## src/rtl/hour_cnt_pkg.sv

```systemverilog
// Shared types, constants and BCD helpers for the hour counter.
// Optional 12-hour display outputs in the top are enabled by defining HOURCNT_12H_EN.
package hour_cnt_pkg;

    typedef enum logic [1:0] {
        RS_IDLE,
        RS_DELAY,
        RS_REPEAT
    } rep_state_t;

    localparam logic [1:0] HOUR_TENS_TOP = 2'd2;
    localparam logic [3:0] HOUR_ONES_TOP = 4'd3;
    localparam logic [3:0] BCD_MAX       = 4'd9;

    typedef struct packed {
        logic [1:0] tens;
        logic [3:0] ones;
    } bcd_hour_t;

    typedef struct packed {
        logic       pm;
        logic       tens;
        logic [3:0] ones;
    } hour12_t;

    function automatic logic hour_valid(input bcd_hour_t h);
        return ((h.tens < HOUR_TENS_TOP) && (h.ones <= BCD_MAX)) ||
               ((h.tens == HOUR_TENS_TOP) && (h.ones <= HOUR_ONES_TOP));
    endfunction

    // Any encoding outside 00-23 falls back to 00 on the next advance.
    function automatic bcd_hour_t next_hour(input bcd_hour_t h);
        bcd_hour_t n;
        n = '0;
        if (!hour_valid(h) ||
            ((h.tens == HOUR_TENS_TOP) && (h.ones == HOUR_ONES_TOP))) begin
            n = '0;
        end else if (h.ones == BCD_MAX) begin
            n.tens = h.tens + 2'd1;
            n.ones = 4'd0;
        end else begin
            n.tens = h.tens;
            n.ones = h.ones + 4'd1;
        end
        return n;
    endfunction

    function automatic hour12_t to_12h(input bcd_hour_t h);
        hour12_t r;
        r = '0;
        case (h.tens)
            2'd0: begin
                if (h.ones == 4'd0) begin
                    r.tens = 1'b1;
                    r.ones = 4'd2;
                end else begin
                    r.ones = h.ones;
                end
            end
            2'd1: begin
                if (h.ones <= 4'd1) begin
                    r.tens = 1'b1;
                    r.ones = h.ones;
                end else if (h.ones == 4'd2) begin
                    r.pm   = 1'b1;
                    r.tens = 1'b1;
                    r.ones = 4'd2;
                end else begin
                    r.pm   = 1'b1;
                    r.ones = h.ones - 4'd2;
                end
            end
            default: begin
                r.pm = 1'b1;
                if (h.ones <= 4'd1) begin
                    r.ones = h.ones + 4'd8;
                end else begin
                    r.tens = 1'b1;
                    r.ones = h.ones - 4'd2;
                end
            end
        endcase
        return r;
    endfunction

endpackage

```

## src/rtl/key_repeat.sv

```systemverilog
// Button edge-detect plus hold-to-auto-repeat: one PULSE on press, then
// periodic pulses while held. Shared by the hour and minute set paths.
module key_repeat
    import hour_cnt_pkg::*;
#(
    parameter int REPEAT_DELAY  = 50_000_000,
    parameter int REPEAT_PERIOD = 10_000_000,
    parameter int TMR_W         = 26
) (
    input  logic CLK,
    input  logic RST,
    input  logic BTN,
    output logic PULSE
);

    localparam logic [TMR_W-1:0] DELAY_LAST  = TMR_W'(REPEAT_DELAY - 1);
    localparam logic [TMR_W-1:0] PERIOD_LAST = TMR_W'(REPEAT_PERIOD - 1);
    localparam logic [TMR_W-1:0] TMR_ONE     = TMR_W'(1);

    rep_state_t       state;
    logic [TMR_W-1:0] timer;
    logic             btn_q;
    logic             rise;

    assign rise = BTN & ~btn_q;

    // btn_q resets high so a button held through reset must be re-pressed.
    // NOTE: registered state uses non-blocking assignments so every flop samples pre-edge values.
    always_ff @(posedge CLK) begin
        if (RST) begin
            state <= RS_IDLE;
            timer <= '0;
            btn_q <= 1'b1;
            PULSE <= 1'b0;
        end else begin
            btn_q <= BTN;
            PULSE <= 1'b0;
            case (state)
                RS_IDLE: begin
                    timer <= '0;
                    if (rise) begin
                        PULSE <= 1'b1;
                        state <= RS_DELAY;
                    end
                end
                RS_DELAY: begin
                    if (!BTN) begin
                        state <= RS_IDLE;
                        timer <= '0;
                    end else if (timer == DELAY_LAST) begin
                        PULSE <= 1'b1;
                        timer <= '0;
                        state <= RS_REPEAT;
                    end else begin
                        timer <= timer + TMR_ONE;
                    end
                end
                RS_REPEAT: begin
                    if (!BTN) begin
                        state <= RS_IDLE;
                        timer <= '0;
                    end else if (timer == PERIOD_LAST) begin
                        PULSE <= 1'b1;
                        timer <= '0;
                    end else begin
                        timer <= timer + TMR_ONE;
                    end
                end
                default: begin
                    state <= RS_IDLE;
                    timer <= '0;
                end
            endcase
        end
    end

endmodule

```

## src/rtl/hour_cnt.sv

```systemverilog
// BCD 00-23 hour counter advanced by the minute carry or the set button.
// Define HOURCNT_12H_EN to add combinational 12-hour outputs PM/DH/DL.
module hour_cnt
    import hour_cnt_pkg::*;
#(
    parameter int REPEAT_DELAY  = 50_000_000,
    parameter int REPEAT_PERIOD = 10_000_000,
    parameter int TMR_W         = 26
) (
    input  logic       CLK,
    input  logic       RST,
    input  logic       EN,
    input  logic       INC_BTN,
    output logic [1:0] QH,
    output logic [3:0] QL,
    output logic       CA,
    output logic       INC_PULSE
`ifdef HOURCNT_12H_EN
    ,
    output logic       PM,
    output logic       DH,
    output logic [3:0] DL
`endif
);

    bcd_hour_t hour_q;
    bcd_hour_t hour_d;
    logic      adv;

    key_repeat #(
        .REPEAT_DELAY (REPEAT_DELAY),
        .REPEAT_PERIOD(REPEAT_PERIOD),
        .TMR_W        (TMR_W)
    ) u_key_repeat (
        .CLK  (CLK),
        .RST  (RST),
        .BTN  (INC_BTN),
        .PULSE(INC_PULSE)
    );

    // A minute carry and a set pulse in the same cycle advance only once.
    assign adv = EN | INC_PULSE;

    // NOTE: default assignment first keeps this combinational block latch-free.
    always_comb begin
        hour_d = hour_q;
        if (adv) begin
            hour_d = next_hour(hour_q);
        end
    end

    always_ff @(posedge CLK) begin
        if (RST) begin
            hour_q <= '0;
        end else begin
            hour_q <= hour_d;
        end
    end

    assign QH = hour_q.tens;
    assign QL = hour_q.ones;

    // Day carry follows the minute carry only; setting past 23 never carries.
    assign CA = EN && (hour_q.tens == HOUR_TENS_TOP) && (hour_q.ones == HOUR_ONES_TOP);

`ifdef HOURCNT_12H_EN
    hour12_t h12;

    assign h12 = to_12h(hour_q);
    assign PM  = h12.pm;
    assign DH  = h12.tens;
    assign DL  = h12.ones;
`endif

endmodule

```

## config.mk

```make
export PLATFORM = sky130hd
export DESIGN_NAME = hour_cnt
export DESIGN_NICKNAME = d
export VERILOG_FILES = /design/src/rtl/hour_cnt_pkg.sv /design/src/rtl/key_repeat.sv /design/src/rtl/hour_cnt.sv
export SDC_FILE = /design/constraint.sdc
export NUM_CORES = 1
export LEC_CHECK = 0
export CORE_UTILIZATION = 55
export CTS_CLUSTER_SIZE = 16
export DETAILED_ROUTE_END_ITERATION = 6
export PLACE_DENSITY = 0.73
export SETUP_SLACK_MARGIN = 0.1
export SLEW_MARGIN = 15
export SYNTH_ARGS = -nofsm -noshare
export SYNTH_HDL_FRONTEND = slang
export SYNTH_SLANG_ARGS = --single-unit
export TNS_END_PERCENT = 1
```

## constraint.sdc

```tcl
create_clock -name CLK -period 3.9 [get_ports CLK]
set_clock_uncertainty 0.15 [all_clocks]
set_input_delay 1.17 -clock CLK [delete_from_list [all_inputs] [get_ports CLK]]
set_output_delay 1.17 -clock CLK [all_outputs]
set_load 0.02 [all_outputs]
```

==> results.sh <==
export IMPL_status="completed"
export IMPL_slew_headroom_pct=70.91
export IMPL_fin_crit_sh_pct=95.30
export IMPL_antenna_found_initial=0
export IMPL_critPathKind="input pin to primary output"
export IMPL_route_detailed_drc=0
export IMPL_max_stage_delay_ns=0.59
export IMPL_synth_most_common_cell="nor2_1"
export IMPL_timing_fmax_mhz=269.0
export IMPL_synth_edff_count=0
export IMPL_area_delta_synth_final_pct=8.661
export IMPL_grt_start_max_net_pins=27
export IMPL_p_sw_uw=152.0
export IMPL_netlist_instances=225
export IMPL_dieHeight_um=60.44
export IMPL_cp_cell_sequence="clkdlybuf4s50_1 -> and3_1 -> clkdlybuf4s50_1"
export IMPL_p_int_uw=494.8
export IMPL_grt_pass1_vias=1446
export IMPL_dieArea_um2=3652
export IMPL_die_w_um=60.44
export IMPL_hold_slack_ns=0.3320
export IMPL_cts_hold_buf=0
export IMPL_clkPwrFrac_pct=34.5
export IMPL_powerDensity_nw_per_um2=316.9
export IMPL_crit_path_end_kind="primary output"
export IMPL_vias_per_cell=5.581
export IMPL_min_path_type="flip-flop to flip-flop"
export IMPL_clkSlewWorstSetupHoldPaths_ns=0.10
export IMPL_drt_iter0_drc=89
export IMPL_syn_avg_cell_area_um2=8.347
export IMPL_cts_tree="built"
export IMPL_vias=1557
export IMPL_ioPinCount=12
export IMPL_critPathMaxFanout=2
export IMPL_fin_setup_tns_ns=0
export IMPL_root_buffer="clkbuf_4"
export IMPL_drive_above_1_share_pct=5.957
export IMPL_synth_warnings=0
export IMPL_async_reset_ff_share_pct=0
export IMPL_cts_buffer_depth=2
export IMPL_yosys_top_cells_count="nor2_1 (40), dfxtp_1 (36), nand2_1 (18), xnor2_1 (15)"
export IMPL_critPathLaunchType="input pin"
export IMPL_p_sw_share_pct=23.50
export IMPL_setup_viol=0
export IMPL_arrival_ns=2.40
export IMPL_io_buffers=11
export IMPL_combinationalPowerShare_pct=6.8
export IMPL_final_hold_viol_count=0
export IMPL_synth_top_area_share_pct=38.37
export IMPL_ys_seq_area_share_pct=38.37
export IMPL_crit_top_cell="clkdlybuf4s50_1"
export IMPL_min_period_ns=3.717
export IMPL_synth_area_top_cells="dfxtp_1 (38%), nor2_1 (8.0%), xnor2_1 (7.0%)"
export IMPL_core_area_um2=3153
export IMPL_syn_area_um2=1878
export IMPL_grt_overflow_total=0
export IMPL_dr_pass1_iters=4
export IMPL_drv_cap=0
export IMPL_fp_row_count=20
export IMPL_syn_num_nets=235
export IMPL_routed_wl_mm=3.582
export IMPL_diodes=0
export IMPL_initial_core_util_pct=59.56
export IMPL_cts_buffers_inserted=5
export IMPL_synth_largest_area_cell="dfxtp_1"
export IMPL_routabilityCongestion=0.8217
export IMPL_h_tree_depth=2
export IMPL_leakage_nw=0.6337
export IMPL_wl_per_cell_um=12.84
export IMPL_drt_antenna_violating_nets=0
export IMPL_hpwlAfterDp_mm=2.535
export IMPL_post_cts_resized=0
export IMPL_clkSinkCount=36
export IMPL_cp_required_ns=2.58
export IMPL_rsz0062_at_grt="no"
export IMPL_ir_worst_vdd_uv=234.6
export IMPL_grt_use_total_pct=22.64
export IMPL_seqPwrFrac_pct=58.6
export IMPL_ys_flop_type="dfxtp_1"
export IMPL_ys_ff_latch=36
export IMPL_critPathSlowestCell="clkdlybuf4s50_1"
export IMPL_post_cts_setup_buffers=0
export IMPL_tightestPinTransition_ns=0.4331
export IMPL_slew_viol_final=0
export IMPL_grt_pass1_wl_mm=6.085
export IMPL_nNetsFinal=245
export IMPL_ys_types=37
export IMPL_clk_latency_ns=0.34
-- worst paths after layout --
| kind | start | end | slack (ns) | cells past startpoint |
|---|---|---|---|---|
| setup / recovery | EN | CA | 0.18 | 3 |
| hold / removal | u_key_repeat.timer[0] | u_key_repeat.timer[0] | 0.33 | 1 |
| setup reg to reg | u_key_repeat.timer[0] | u_key_repeat.timer[13] | 1.58 | 6 |
| hold reg to reg | u_key_repeat.timer[0] | u_key_repeat.timer[0] | 0.33 | 1 |
-- layer usage --
metal  track usage (%)  vias up  share of wire (%)
met5                 0        -                  0
li1                  -      797                  -
met4             8.442        0                1.1
met2             39.40       24                 50
met3             8.102        5                3.3
met1             25.43      731                 45
-- stage by stage --
| step | util, % | cells | total power [mW] | instance area, µm² | setup WS (ns) |
|---|---|---|---|---|---|
| after floorplan | - | 225 | 0.4172 | 1878 | 1.170 |
| after global placement | 62.66 | 272 | 0.4285 | 1976 | 0.2079 |
| after detailed placement | 62.66 | 272 | 0.4316 | 1976 | 0.1789 |
| after CTS | 64.72 | 279 | 0.6487 | 2041 | 0.1733 |
| after global routing | 64.72 | 279 | 0.6784 | 2041 | 0.1513 |
| final | 64.72 | 279 | 0.6468 | 2041 | 0.1831 |
-- power groups by stage --
stage / clock [mW] / combinational, mW / sequential [mW]
finish: 0.223 / 0.0443 / 0.379
global route: 0.248 / 0.0500 / 0.380
CTS: 0.225 / 0.0445 / 0.379
detailed placement: 0 / 0.0441 / 0.388
global placement: 0 / 0.0417 / 0.387
floorplan: 0 / 0.0308 / 0.386
-- cells in the final DEF, fill, tap and decap left out, types with 2 or more instances in the layout --
master,Yosys,final
nor2_1,40,40
dfxtp_1,36,36
nand2_1,18,18
xnor2_1,15,15
nand3_1,11,11
nand4_1,11,11
clkdlybuf4s50_1,0,11
inv_1,10,10
xor2_1,9,9
nor3_1,8,8
and3_1,6,6
o21ai_0,6,6
a21oi_1,6,6
ha_1,6,6
nor4b_1,5,5
clkbuf_4,0,5
nand2b_1,4,4
nor2b_1,3,3
a211oi_1,3,3
a31oi_1,2,2
a22oi_1,2,2
and4_1,2,2
clkbuf_8,0,2
-- flip-flops by register name (all words and copies together) (netlist names) --
register	flops
u_key_repeat.timer	26
QL	4
QH	2
u_key_repeat.state	2
u_key_repeat.PULSE	1
u_key_repeat.btn_q	1
-- kinds of logic (layout without fill, tap and decap cells) --
logic type | count (synthesis) | count (layout) | synth area share, %
compound gates | 26 | 26 | 9.261
flops | 36 | 36 | 38.37
xor+xnor | 24 | 24 | 11.19
buf+inv | 19 | 29 | 5.996
simple gates | 114 | 114 | 31.18
fa+ha+maj | 6 | 6 | 3.997
-- area by class of cell --
| class | count | area, µm² |
|---|---|---|
| inverters | 10 | 37.54 |
| clock buffers | 7 | 65.06 |
| fillers | 279 | 1112 |
| flip-flops and latches | 36 | 720.7 |
| multi-input cells | 170 | 1045 |
| well taps | 44 | 55.05 |
| repair buffers | 12 | 117.6 |
-- worst max-delay path: cells and delay by family --
family | cells | cell delay (ns)
buf+inv | 2 | 1.07
simple gates | 1 | 0.15
(Power assumes the default switching activity.)
